$ cat src/rtl/gate_share_arbiter.sv
// gate_share_arbiter
//   Time-shares one basic_gates unit (a,b -> g1..g5) among NUM_REQ requesters.
//   A winner is picked in IDLE, its a/b are driven onto the shared unit for
//   SETTLE_CYC cycles, g1..g5 are captured in SAMPLE, and a one-cycle
//   rsp_valid strobe goes back to the winner in RESP.
//
//   Optional build macro: GATE_ARB_FIXED_PRI_EN
//     defined   -> fixed priority, lowest asserted index wins (no rotating pointer)
//     undefined -> round-robin starting at rr_ptr
//
// Ports
//   clk, rst_n              clock, async active-low reset
//   req_valid/req_ready     per-requester handshake (ready is one-hot, IDLE only)
//   req_a/req_b             per-requester operand bits
//   req_sel                 3 bits per requester, 0..4 selects g1..g5
//   rsp_valid               one-cycle strobe to the served requester
//   rsp_vec/rsp_y/rsp_err   captured gate vector, selected bit, bad-select flag
//   busy                    high whenever not IDLE
//   gate_a/gate_b/gate_g    connection to the shared gate unit

module gate_share_arbiter #(
    parameter int NUM_REQ    = 4,
    parameter int SETTLE_CYC = 1
) (
    input  logic                   clk,
    input  logic                   rst_n,
    input  logic [NUM_REQ-1:0]     req_valid,
    output logic [NUM_REQ-1:0]     req_ready,
    input  logic [NUM_REQ-1:0]     req_a,
    input  logic [NUM_REQ-1:0]     req_b,
    input  logic [3*NUM_REQ-1:0]   req_sel,
    output logic [NUM_REQ-1:0]     rsp_valid,
    output logic [4:0]             rsp_vec,
    output logic                   rsp_y,
    output logic                   rsp_err,
    output logic                   busy,
    output logic                   gate_a,
    output logic                   gate_b,
    input  logic [4:0]             gate_g
);

    localparam int IW = (NUM_REQ > 1) ? $clog2(NUM_REQ) : 1;
    localparam int CW = (SETTLE_CYC > 1) ? $clog2(SETTLE_CYC) : 1;

    typedef enum logic [1:0] {IDLE, DRIVE, SAMPLE, RESP} state_t;

    state_t               state_q;
    logic [IW-1:0]        idx_q;
    logic [2:0]           sel_q;
    logic [CW-1:0]        cnt_q;
    logic [NUM_REQ-1:0]   rsp_valid_q;
    logic [4:0]           rsp_vec_q;
    logic                 rsp_y_q;
    logic                 rsp_err_q;
    logic                 gate_a_q;
    logic                 gate_b_q;
`ifndef GATE_ARB_FIXED_PRI_EN
    logic [IW-1:0]        rr_ptr_q;
`endif

    logic                 win_found;
    logic [IW-1:0]        win_idx;
    logic [NUM_REQ-1:0]   grant_oh;

    // Winner search. Round-robin walks from rr_ptr with a wrap instead of a
    // modulo so non-power-of-two NUM_REQ stays cheap.
    always_comb begin
        int j;
        win_found = 1'b0;
        win_idx   = '0;
        j         = 0;
        for (int k = 0; k < NUM_REQ; k++) begin
`ifdef GATE_ARB_FIXED_PRI_EN
            j = k;
`else
            j = int'(rr_ptr_q) + k;
            if (j >= NUM_REQ) j = j - NUM_REQ;
`endif
            if (!win_found && req_valid[j]) begin
                win_found = 1'b1;
                win_idx   = IW'(j);
            end
        end
    end

    // Ready is gated by rst_n so every output reads 0 while reset is held,
    // even though IDLE itself would otherwise advertise a winner.
    always_comb begin
        grant_oh = '0;
        if (state_q == IDLE && win_found && rst_n) grant_oh[win_idx] = 1'b1;
    end

    always_ff @(posedge clk or negedge rst_n) begin
        if (!rst_n) begin
            state_q     <= IDLE;
            idx_q       <= '0;
            sel_q       <= '0;
            cnt_q       <= '0;
            rsp_valid_q <= '0;
            rsp_vec_q   <= '0;
            rsp_y_q     <= 1'b0;
            rsp_err_q   <= 1'b0;
            gate_a_q    <= 1'b0;
            gate_b_q    <= 1'b0;
`ifndef GATE_ARB_FIXED_PRI_EN
            rr_ptr_q    <= '0;
`endif
        end else begin
            rsp_valid_q <= '0;
            case (state_q)
                IDLE: begin
                    if (win_found) begin
                        idx_q    <= win_idx;
                        // Operands go straight onto the shared unit so they
                        // are stable from the first DRIVE cycle.
                        gate_a_q <= req_a[win_idx];
                        gate_b_q <= req_b[win_idx];
                        sel_q    <= req_sel[3*win_idx +: 3];
                        cnt_q    <= '0;
`ifndef GATE_ARB_FIXED_PRI_EN
                        rr_ptr_q <= (win_idx == IW'(NUM_REQ-1)) ? '0 : win_idx + 1'b1;
`endif
                        state_q  <= DRIVE;
                    end
                end
                DRIVE: begin
                    if (cnt_q == CW'(SETTLE_CYC-1)) begin
                        cnt_q   <= '0;
                        state_q <= SAMPLE;
                    end else begin
                        cnt_q <= cnt_q + 1'b1;
                    end
                end
                SAMPLE: begin
                    rsp_vec_q   <= gate_g;
                    rsp_y_q     <= (sel_q <= 3'd4) ? gate_g[sel_q] : 1'b0;
                    rsp_err_q   <= (sel_q > 3'd4);
                    rsp_valid_q <= NUM_REQ'(1) << idx_q;
                    gate_a_q    <= 1'b0;
                    gate_b_q    <= 1'b0;
                    state_q     <= RESP;
                end
                RESP: begin
                    state_q <= IDLE;
                end
                default: state_q <= IDLE;
            endcase
        end
    end

    assign req_ready = grant_oh;
    assign rsp_valid = rsp_valid_q;
    assign rsp_vec   = rsp_vec_q;
    assign rsp_y     = rsp_y_q;
    assign rsp_err   = rsp_err_q;
    assign busy      = (state_q != IDLE);
    assign gate_a    = gate_a_q;
    assign gate_b    = gate_b_q;

endmodule
$ cat config.mk
export PLATFORM = sky130hd
export DESIGN_NAME = gate_share_arbiter
export DESIGN_NICKNAME = d
export VERILOG_FILES = /design/src/rtl/gate_share_arbiter.sv
export SDC_FILE = /design/constraint.sdc
export NUM_CORES = 1
export LEC_CHECK = 0
export CORE_MARGIN = 2
export CORE_UTILIZATION = 40
export CTS_BUF_LIST = sky130_fd_sc_hd__clkbuf_4
export CTS_CLUSTER_DIAMETER = 120
export CTS_CLUSTER_SIZE = 20
export DETAILED_ROUTE_END_ITERATION = 10
export PLACE_DENSITY = 0.72
export SETUP_SLACK_MARGIN = 0.1
export SLEW_MARGIN = 20
export SYNTH_ARGS = -nofsm -noshare
export SYNTH_HDL_FRONTEND = slang
export SYNTH_SLANG_ARGS = --single-unit
$ cat constraint.sdc
create_clock -name clk -period 4.5 [get_ports clk]
set_clock_uncertainty 0.2 [all_clocks]
set_input_delay 0.45 -clock clk [delete_from_list [all_inputs] [get_ports clk]]
set_output_delay 0.45 -clock clk [all_outputs]
set_load 0.005 [all_outputs]
### Word level (Yosys, flattened, before mapping)

Index checks and enable logic that the tools add are counted.
W data, S select, Z words.

* magnitude comparators: 13
* reduce and logical (&&, ||, !) cells: 17
* add/sub/neg operators: 9
* multiply operators: 1
* muxes and demuxes: 46
* equal/unequal tests: 6
* shift-type cells: 2

Operator list (count)
* $lt A32 B4 Y1 const B: 4
* $mux W32: 4
* $mux W1: 21
* $mux W2: 7
* $bmux W1 S2: 6
* $shiftx A12 B5 Y3: 1
* $sub A3 B3 Y4 const B: 3
* $ge A3 B3 Y1 const B: 3
* $mux W4: 2
* $pmux W2 S4: 1
* $reduce_and A2 Y1: 4
* $add A2 B2 Y3 const B: 2
* $eq A2 B2 Y1 const B: 3
* $logic_and A1 B1 Y1: 6
* $pmux W1 S2: 3
* $reduce_bool A2 Y1: 3
* $lt A3 B4 Y1 const B: 1
* $mul A2 B2 Y4 const A: 1
* $ne A2 B2 Y1 const B: 2
* $shl A1 B2 Y4 const A: 1
* $sub A2 B3 Y4 const B: 1
* $add A2 B1 Y3 const B: 1
* $bmux W1 S3: 1
* $ge A2 B3 Y1 const B: 1
* 10 further kinds: 12

* logic and storage cells: 105
* input bits: 31
* register bits: 23

### Depth between registers and ports, before layout

Gate-level depths: netlist of run 1.

* word-level depth: 20
* mapped depth: 7
* depth with buffers taken out: 7

### Least setup slack after synthesis of run 1

OpenSTA, ideal clock, no wires.

* path kind: input -> output
* from: input req_valid[2]
* to: output req_ready[1]
* setup slack: 2.235 ns
* data arrival time: 1.615 ns
* required time: 3.850 ns
* stages: 5
* cell sequence: nor2b_1 > a21o_1 > a211oi_4 > ha_1 > and3_1

* word-level cells in the longest chain between the ends: 18
* elaborated cells between the ends (all ways): 34
* those cells by class: order compare (2); mux (23); reduce/logical (9)

RTL lines
* start, declared: RTL line 27 `input logic [NUM_REQ-1:0] req_valid,`
* $bmux W1 S2: RTL line 79 `if (!win_found && req_valid[j]) begin`
* $mux W1 (not written as such) (2 in series): RTL line 79
* $mux W1: RTL line 79
* $logic_not A1 Y1: RTL line 79
* $logic_and A1 B1 Y1: RTL line 79
* $mux W1: RTL line 79
* $logic_not A1 Y1: RTL line 79
* $logic_and A1 B1 Y1: RTL line 79
* $mux W1: RTL line 79
* $logic_not A1 Y1: RTL line 79
* $logic_and A1 B1 Y1: RTL line 79
* $mux W2: RTL line 79
* $lt A2 B3 Y1 (not written as such) / $ge A2 B1 Y1 (equally long branches): RTL line 90 `if (state_q == IDLE && win_found && rst_n) grant_oh[win_idx] = 1'b1;`
* $logic_and A1 B1 Y1 (not written as such): RTL line 90
* $mux W1 (not written as such): RTL line 90
* $demux W1 S2: RTL line 90
* $mux W4 (*): RTL line 90
* end, declared: RTL line 28 `output logic [NUM_REQ-1:0] req_ready,`

Mark *: on every way between the ends. The rest lies on a longest branch, timed or not. The select of a mux whose other input is x is not followed.

### Worst setup path in the final report of run 1

* from: input req_valid[3]
* to: output req_ready[1]

The elaborated chain is that of the path after synthesis.

==> flow_summary.yaml, run 1 <==
run_status:
  status: "finished with violations"
  violations: "design-rule violations"
logic_synthesis:
  synth.distinct_cells: 30
  syn_area_mm2: 0.00120
  seq_area_frac_synth_pct: 45.7
  synth_fa_ha_area_share_pct: 4.15
  yosys.area_share.xor_xnor_pct: 0
  synth_seq_cells: 22
  synth_compound_area_share_pct: 13.9
  yosys.area_share.simple_pct: 15.1
  synthMuxAreaShare_pct: 18.0
  synthCells: 111
  avgSynthCellArea_um2: 10.9
  synth_top_family_by_area: "multiplexers"
  syn_nets: 146
  synth_warnings: 0
clocking:
  clkTransAtPathRegs_ps: 130
  clock-sinks: 22
  cts_root_buffer: "clkbuf_4"
  cts.hold.buffers_added: 0
  cts_tree: "yes"
  post_cts.repair.setup_buffers: 0
  cts_resized: 0
  cts.path.max_buffers: 2
  clock_latency_ps: 320
  htreeDepth: 1
  cts_buffers: 3
finish:
  drive_gt1_share_pct: 11.3
  final_common_cell: "clkdlybuf4s50_1"
  nets: 196
  mostFrequentLayoutCells: "48 x clkdlybuf4s50_1, 22 x dfrtp_1, 11 x mux2_2"
  antennaDiodeCount: 0
  utilization_pct: 62.0
  areaGrowthSynthToFinish_pct: 44.2
routing:
  met3_length_um: 211
  vias_per_cell: 5.43
  drtPass1Iterations: 7
  route.met2.wl_mm: 1.37
  finalWirelength_mm: 2.85
  dr_total_vias: 1038
  drc: 5
  drt_iter0_drc: 28
  m1WireLength_mm: 1.22
  antenna_left: 0
  topRoutingLayerUsed: "met4"
  routedWlPerCell_um: 14.9
pwr:
  peakVddDrop_mv: 0.304
  powerDensity_mw_per_mm2: 545
  leakage_nw: 0.754
worst_setup_path:
  end_kind: "output pin"
  path_cells: "clkdlybuf4s50_1, inv_1, a21o_1, a211oi_4, ha_1, and3_1, clkdlybuf4s50_1"
  worstPathRequired_ps: 3850
  critPathSlowestCell: "a211oi_4"
  critical_path_class: "primary input to output pin"
  crit_path_max_fanout: 10
  critPathMaxStageDelay_ps: 580
  start_kind: "primary input"
  cp_common_cell: "clkdlybuf4s50_1"
  critPathArrivalTime_ps: 2780
global_routing:
  grt_max_degree: 18
  grt_overflow: 0
  grt_pass1_wl_mm: 4.71
  antenna_found_initial: 0
  grt_use_total_pct: 18.0
  grt_pass1_vias: 1072
floorplanning:
  initial_utilization_pct: 43.0
  die_x_um: 58.9
  die_y_um: 58.9
  pin_count: 49
  rows: 19
  die-area_mm2: 0.00347
  core_mm2: 0.00281
timing:
  setup_viol: 0
  fin_crit_ps: 3430
  max_freq_mhz: 291
  hold_violations: 0
  rsz0062_at_grt: "no"
  max_slew_margin_pct: 59.0
  period_share_pct: 76.3
  worst_pin_slew_ps: 613
  slew_violations: 0
  finalSetupTns_ps: 0
hold_path:
  hp-class: "primary input to asynchronous set/reset pin"
place:
  port_buffers: 48
  hpwl_mm: 2.28
  place.gp.congestion: 0.757
run:
  max-cap-violations: 0
## kinds of logic after synthesis
family | after synthesis
AO/OA/AOI/OAI | 22
adder cells (fa/ha/maj) | 4
buffers and inverters | 9
flip-flops | 22
multiplexers | 19
AND/OR/NAND/NOR | 35
## cell type report
cell class | count | area [um2]
clock buffers | 3 | 22.5
clock inverters | 1 | 3.75
fillers | 250 | 1070
inverters | 5 | 18.8
multi-input cells | 80 | 616
flip-flops and latches | 22 | 551
well taps | 31 | 38.8
repair buffers | 49 | 488
## Yosys cell counts
cell type	n	share of area [%]
mux4_2	1	1.9
mux2i_1	7	5.8
and2_1	2	1.0
nor3b_1	2	1.2
o22ai_1	1	0.52
buf_2	1	0.41
ha_1	4	4.2
and3_1	2	1.0
nor3_1	2	0.83
a21o_1	2	1.2
nor2b_1	1	0.52
mux2_2	11	10
o21ai_0	6	2.5
a22oi_1	3	1.9
nor4_1	2	1.0
and2b_1	1	0.62
dfrtp_1	22	46
nand2b_1	5	2.6
nand3_1	1	0.41
a31oi_1	1	0.52
nand2_1	9	2.8
and3b_1	1	0.73
a211oi_4	1	1.7
nor2_1	7	2.2
o31ai_1	2	1.2
buf_4	1	0.62
o32ai_4	1	2.3
a21oi_1	5	2.1
clkbuf_1	2	0.62
inv_1	5	1.6
## final timing paths
check / cells past startpoint / from / to / slack [ps]
max reg2reg: 6 / rr_ptr_q[0] / sel_q[0] / 2210
max: 7 / req_valid[3] / req_ready[1] / 1070
min reg2reg: 1 / idx_q[1] / rsp_valid[0] / 320
max in group asynchronous: 2 / rst_n / rsp_vec[1] / 3390
min in group clk: 1 / idx_q[1] / rsp_valid[0] / 320
min: 1 / rst_n / rsp_valid[3] / 170
## flip-flops by register name (all words and copies together), names as in the netlist, 2 cells and up
signal / flops
rsp_vec: 5
rsp_valid: 4
sel_q: 3
idx_q: 2
rr_ptr_q: 2
state_q: 2
## layer usage
| layer | vias up | track usage (%) |
|---|---|---|
| met1 | 495 | 23.6 |
| met2 | 44 | 29.0 |
| li1 | 494 | - |
| met4 | 0 | 7.14 |
| met3 | 5 | 3.52 |
| met5 | - | 0 |
## critical path, delay by kind of cell
| kind | cells | cell delay [ps] |
|---|---|---|
| AO/OA/AOI/OAI | 2 | 800 |
| buffers and inverters | 3 | 1120 |
| adder cells (fa/ha/maj) | 1 | 250 |
| AND/OR/NAND/NOR | 1 | 150 |
## power breakdown
group	total, mW	internal [mW]	switching [mW]
combinational	0.501	0.281	0.220
sequential	0.351	0.285	0.0658
clock	0.0959	0.0325	0.0634
## per-stage QoR
step           worst slack, ps  area (um2)  power [mW]  cells  hold WS, ps
2_1_floorplan             2230        1200       0.655    111        -45.6
3_3_place_gp              1130        1710       0.835    187          286
3_5_place_dp              1050        1710       0.864    187          297
4_1_cts                   1050        1740       0.960    191          176
5_1_grt                    915        1740        1.03    191          172
6_report                  1070        1740       0.947    191          175
Power figures use the tool's default switching activity.
==> run 2, diff against run 1 <==
--- a/config.mk
+++ b/config.mk
@@ -11,7 +11,7 @@
 export CTS_CLUSTER_DIAMETER = 120
 export CTS_CLUSTER_SIZE = 20
 export DETAILED_ROUTE_END_ITERATION = 10
-export PLACE_DENSITY = 0.72
+export PLACE_DENSITY = 0.75
 export SETUP_SLACK_MARGIN = 0.1
 export SLEW_MARGIN = 20
 export SYNTH_ARGS = -nofsm -noshare
==> constraint.sdc (replaced) <==
create_clock -name clk -period 2.9 [get_ports clk]
set_clock_uncertainty 0.2 [all_clocks]
set_input_delay 0.29 -clock clk [delete_from_list [all_inputs] [get_ports clk]]
set_output_delay 0.29 -clock clk [all_outputs]
set_load 0.005 [all_outputs]
==> flow_summary.yaml, run 2 (synthesized netlist as in run 1, its figures left out) <==
run_status:
  status: "finished with violations"
  violations: "design-rule violations"
global_routing:
  antenna_found_initial: 0
  grt_overflow: 0
  grt_pass1_wl_mm: 4.93
  grt_max_degree: 18
  grt_pass1_vias: 1150
  grt_use_total_pct: 19.1
clocking:
  clkTransAtPathRegs_ps: 120
  cts_tree: "yes"
  cts_buffers: 3
  cts.path.max_buffers: 2
  htreeDepth: 1
  cts.hold.buffers_added: 0
  cts_root_buffer: "clkbuf_4"
  clock-sinks: 22
  clock_latency_ps: 310
finish:
  n_fill_cell: 227
  nets: 203
  largest_register_ffs: 5
  final_common_cell: "clkdlybuf4s50_1"
  areaGrowthSynthToFinish_pct: 55.3
  drive_gt1_share_pct: 22.2
  antennaDiodeCount: 0
  mostFrequentLayoutCells: "45 x clkdlybuf4s50_1, 21 x dfrtp_1, 11 x mux2_2"
timing:
  period_share_pct: 93.1
  slew_violations: 0
  finalSetupTns_ps: 0
  hold_violations: 0
  worst_pin_slew_ps: 652
  rsz0062_at_grt: "no"
  setup_viol: 0
  max_slew_margin_pct: 56.1
  max_freq_mhz: 371
  fin_crit_ps: 2700
worst_setup_path:
  cp_common_cell: "clkdlybuf4s50_1"
  reg2reg_to: "sel_q[1]"
  r2r-start: "rr_ptr_q[0]"
  critPathSlowestCell: "clkdlybuf4s50_1"
  r2r_slack_ps: 810
  start_kind: "primary input"
  critPathMaxStageDelay_ps: 550
  path_cells: "clkdlybuf4s50_1, nand2b_1, and2b_1, o32ai_4, ha_1, and3_1, clkdlybuf4s50_1"
  critical_path_class: "primary input to output pin"
  crit_start: "req_valid[0]"
  crit_path_max_fanout: 6
  worstPathRequired_ps: 2410
  cp-endpoint: "req_ready[1]"
  critPathArrivalTime_ps: 2210
  ff2ff_path_depth: 7
  end_kind: "output pin"
hold_path:
  hp-class: "primary input to asynchronous set/reset pin"
floorplanning:
  pin_count: 49
  die-area_mm2: 0.00347
  die_y_um: 58.9
  rows: 19
  core_mm2: 0.00281
  initial_utilization_pct: 43.0
  die_x_um: 58.9
pwr:
  leakage_nw: 0.836
  switching_share_pct: 35.2
  p_clk_share_pct: 14.2
  p_total_mw: 1.66
  peakVddDrop_mv: 0.509
  seqPwrFrac_pct: 33.3
  combPwrFrac_pct: 52.5
  p_int_mw: 1.07
  p_sw_uw: 583
  powerDensity_mw_per_mm2: 885
place:
  hpwl_mm: 2.47
  port_buffers: 48
  place.gp.congestion: 0.852
routing:
  vias_per_cell: 5.26
  routedWlPerCell_um: 16.1
  drtPass1Iterations: 9
  dr_total_vias: 1042
  drt_iter0_drc: 24
  antenna_left: 0
  drc: 3
  finalWirelength_mm: 3.19
run:
  max-cap-violations: 0
[run 2: power by group through the flow]
| stage | combinational (mW) | clock [mW] | sequential, mW |
|---|---|---|---|
| final | 0.870 | 0.236 | 0.551 |
| after global routing | 0.956 | 0.254 | 0.567 |
| after CTS | 0.826 | 0.241 | 0.549 |
| after detailed placement | 0.821 | 0 | 0.554 |
| after global placement | 0.787 | 0 | 0.544 |
| after floorplan | 0.493 | 0 | 0.524 |
[run 2: how the worst min path moves through the flow]
stage	startpoint	end	slack (ps)	depth (start not counted)
floorplan	rst_n	gate_a	-210	0
global placement	idx_q[0]	rsp_valid[2]	270	1
detailed placement	idx_q[0]	rsp_valid[2]	290	1
CTS	rst_n	idx_q[1]	120	2
global route	rst_n	idx_q[0]	150	2
finish	rst_n	idx_q[1]	180	2
[run 2: layout make-up]
class                   count  area [um2]  share of cell area [%]
clock inverters             1        30.0                    1.60
inverters                   5        18.8                    1.00
multi-input cells          80         662                    35.4
well taps                  31        38.8                    2.07
clock buffers               3        22.5                    1.20
flip-flops and latches     22         552                    29.5
repair buffers             56         548                    29.3
[run 2: layer usage]
metal	GRT usage [%]	share of wire, %	vias to the layer above
li1	-	-	502
met1	21.5	40	490
met2	34.0	51	44
met3	3.52	6.7	6
met4	10.4	2.2	0
met5	0	0	-
[run 2: what timing repair did]
action	in CTS	in global routing
endpoints found under the setup margin	3	4
pin swaps	0	2
gates resized for setup	1	14
endpoints found under the hold margin	0	0
setup buffers	0	3
[run 2: per-stage QoR]
stage	utilization [%]	hold slack [ps]	instance area, um2	instances	setup slack [ps]
finish	66.7	177	1870	198	201
global route	66.7	154	1870	198	92.3
CTS	64.1	123	1800	195	106
detailed placement	62.1	290	1740	191	166
global placement	62.1	274	1740	191	220
floorplan	-	-206	1200	111	885
[run 2: critical path, delay by kind of cell]
family	cells	cell delay, ps
fa+ha+maj	1	200
simple gates	3	470
compound gates	1	200
buf+inv	2	1050
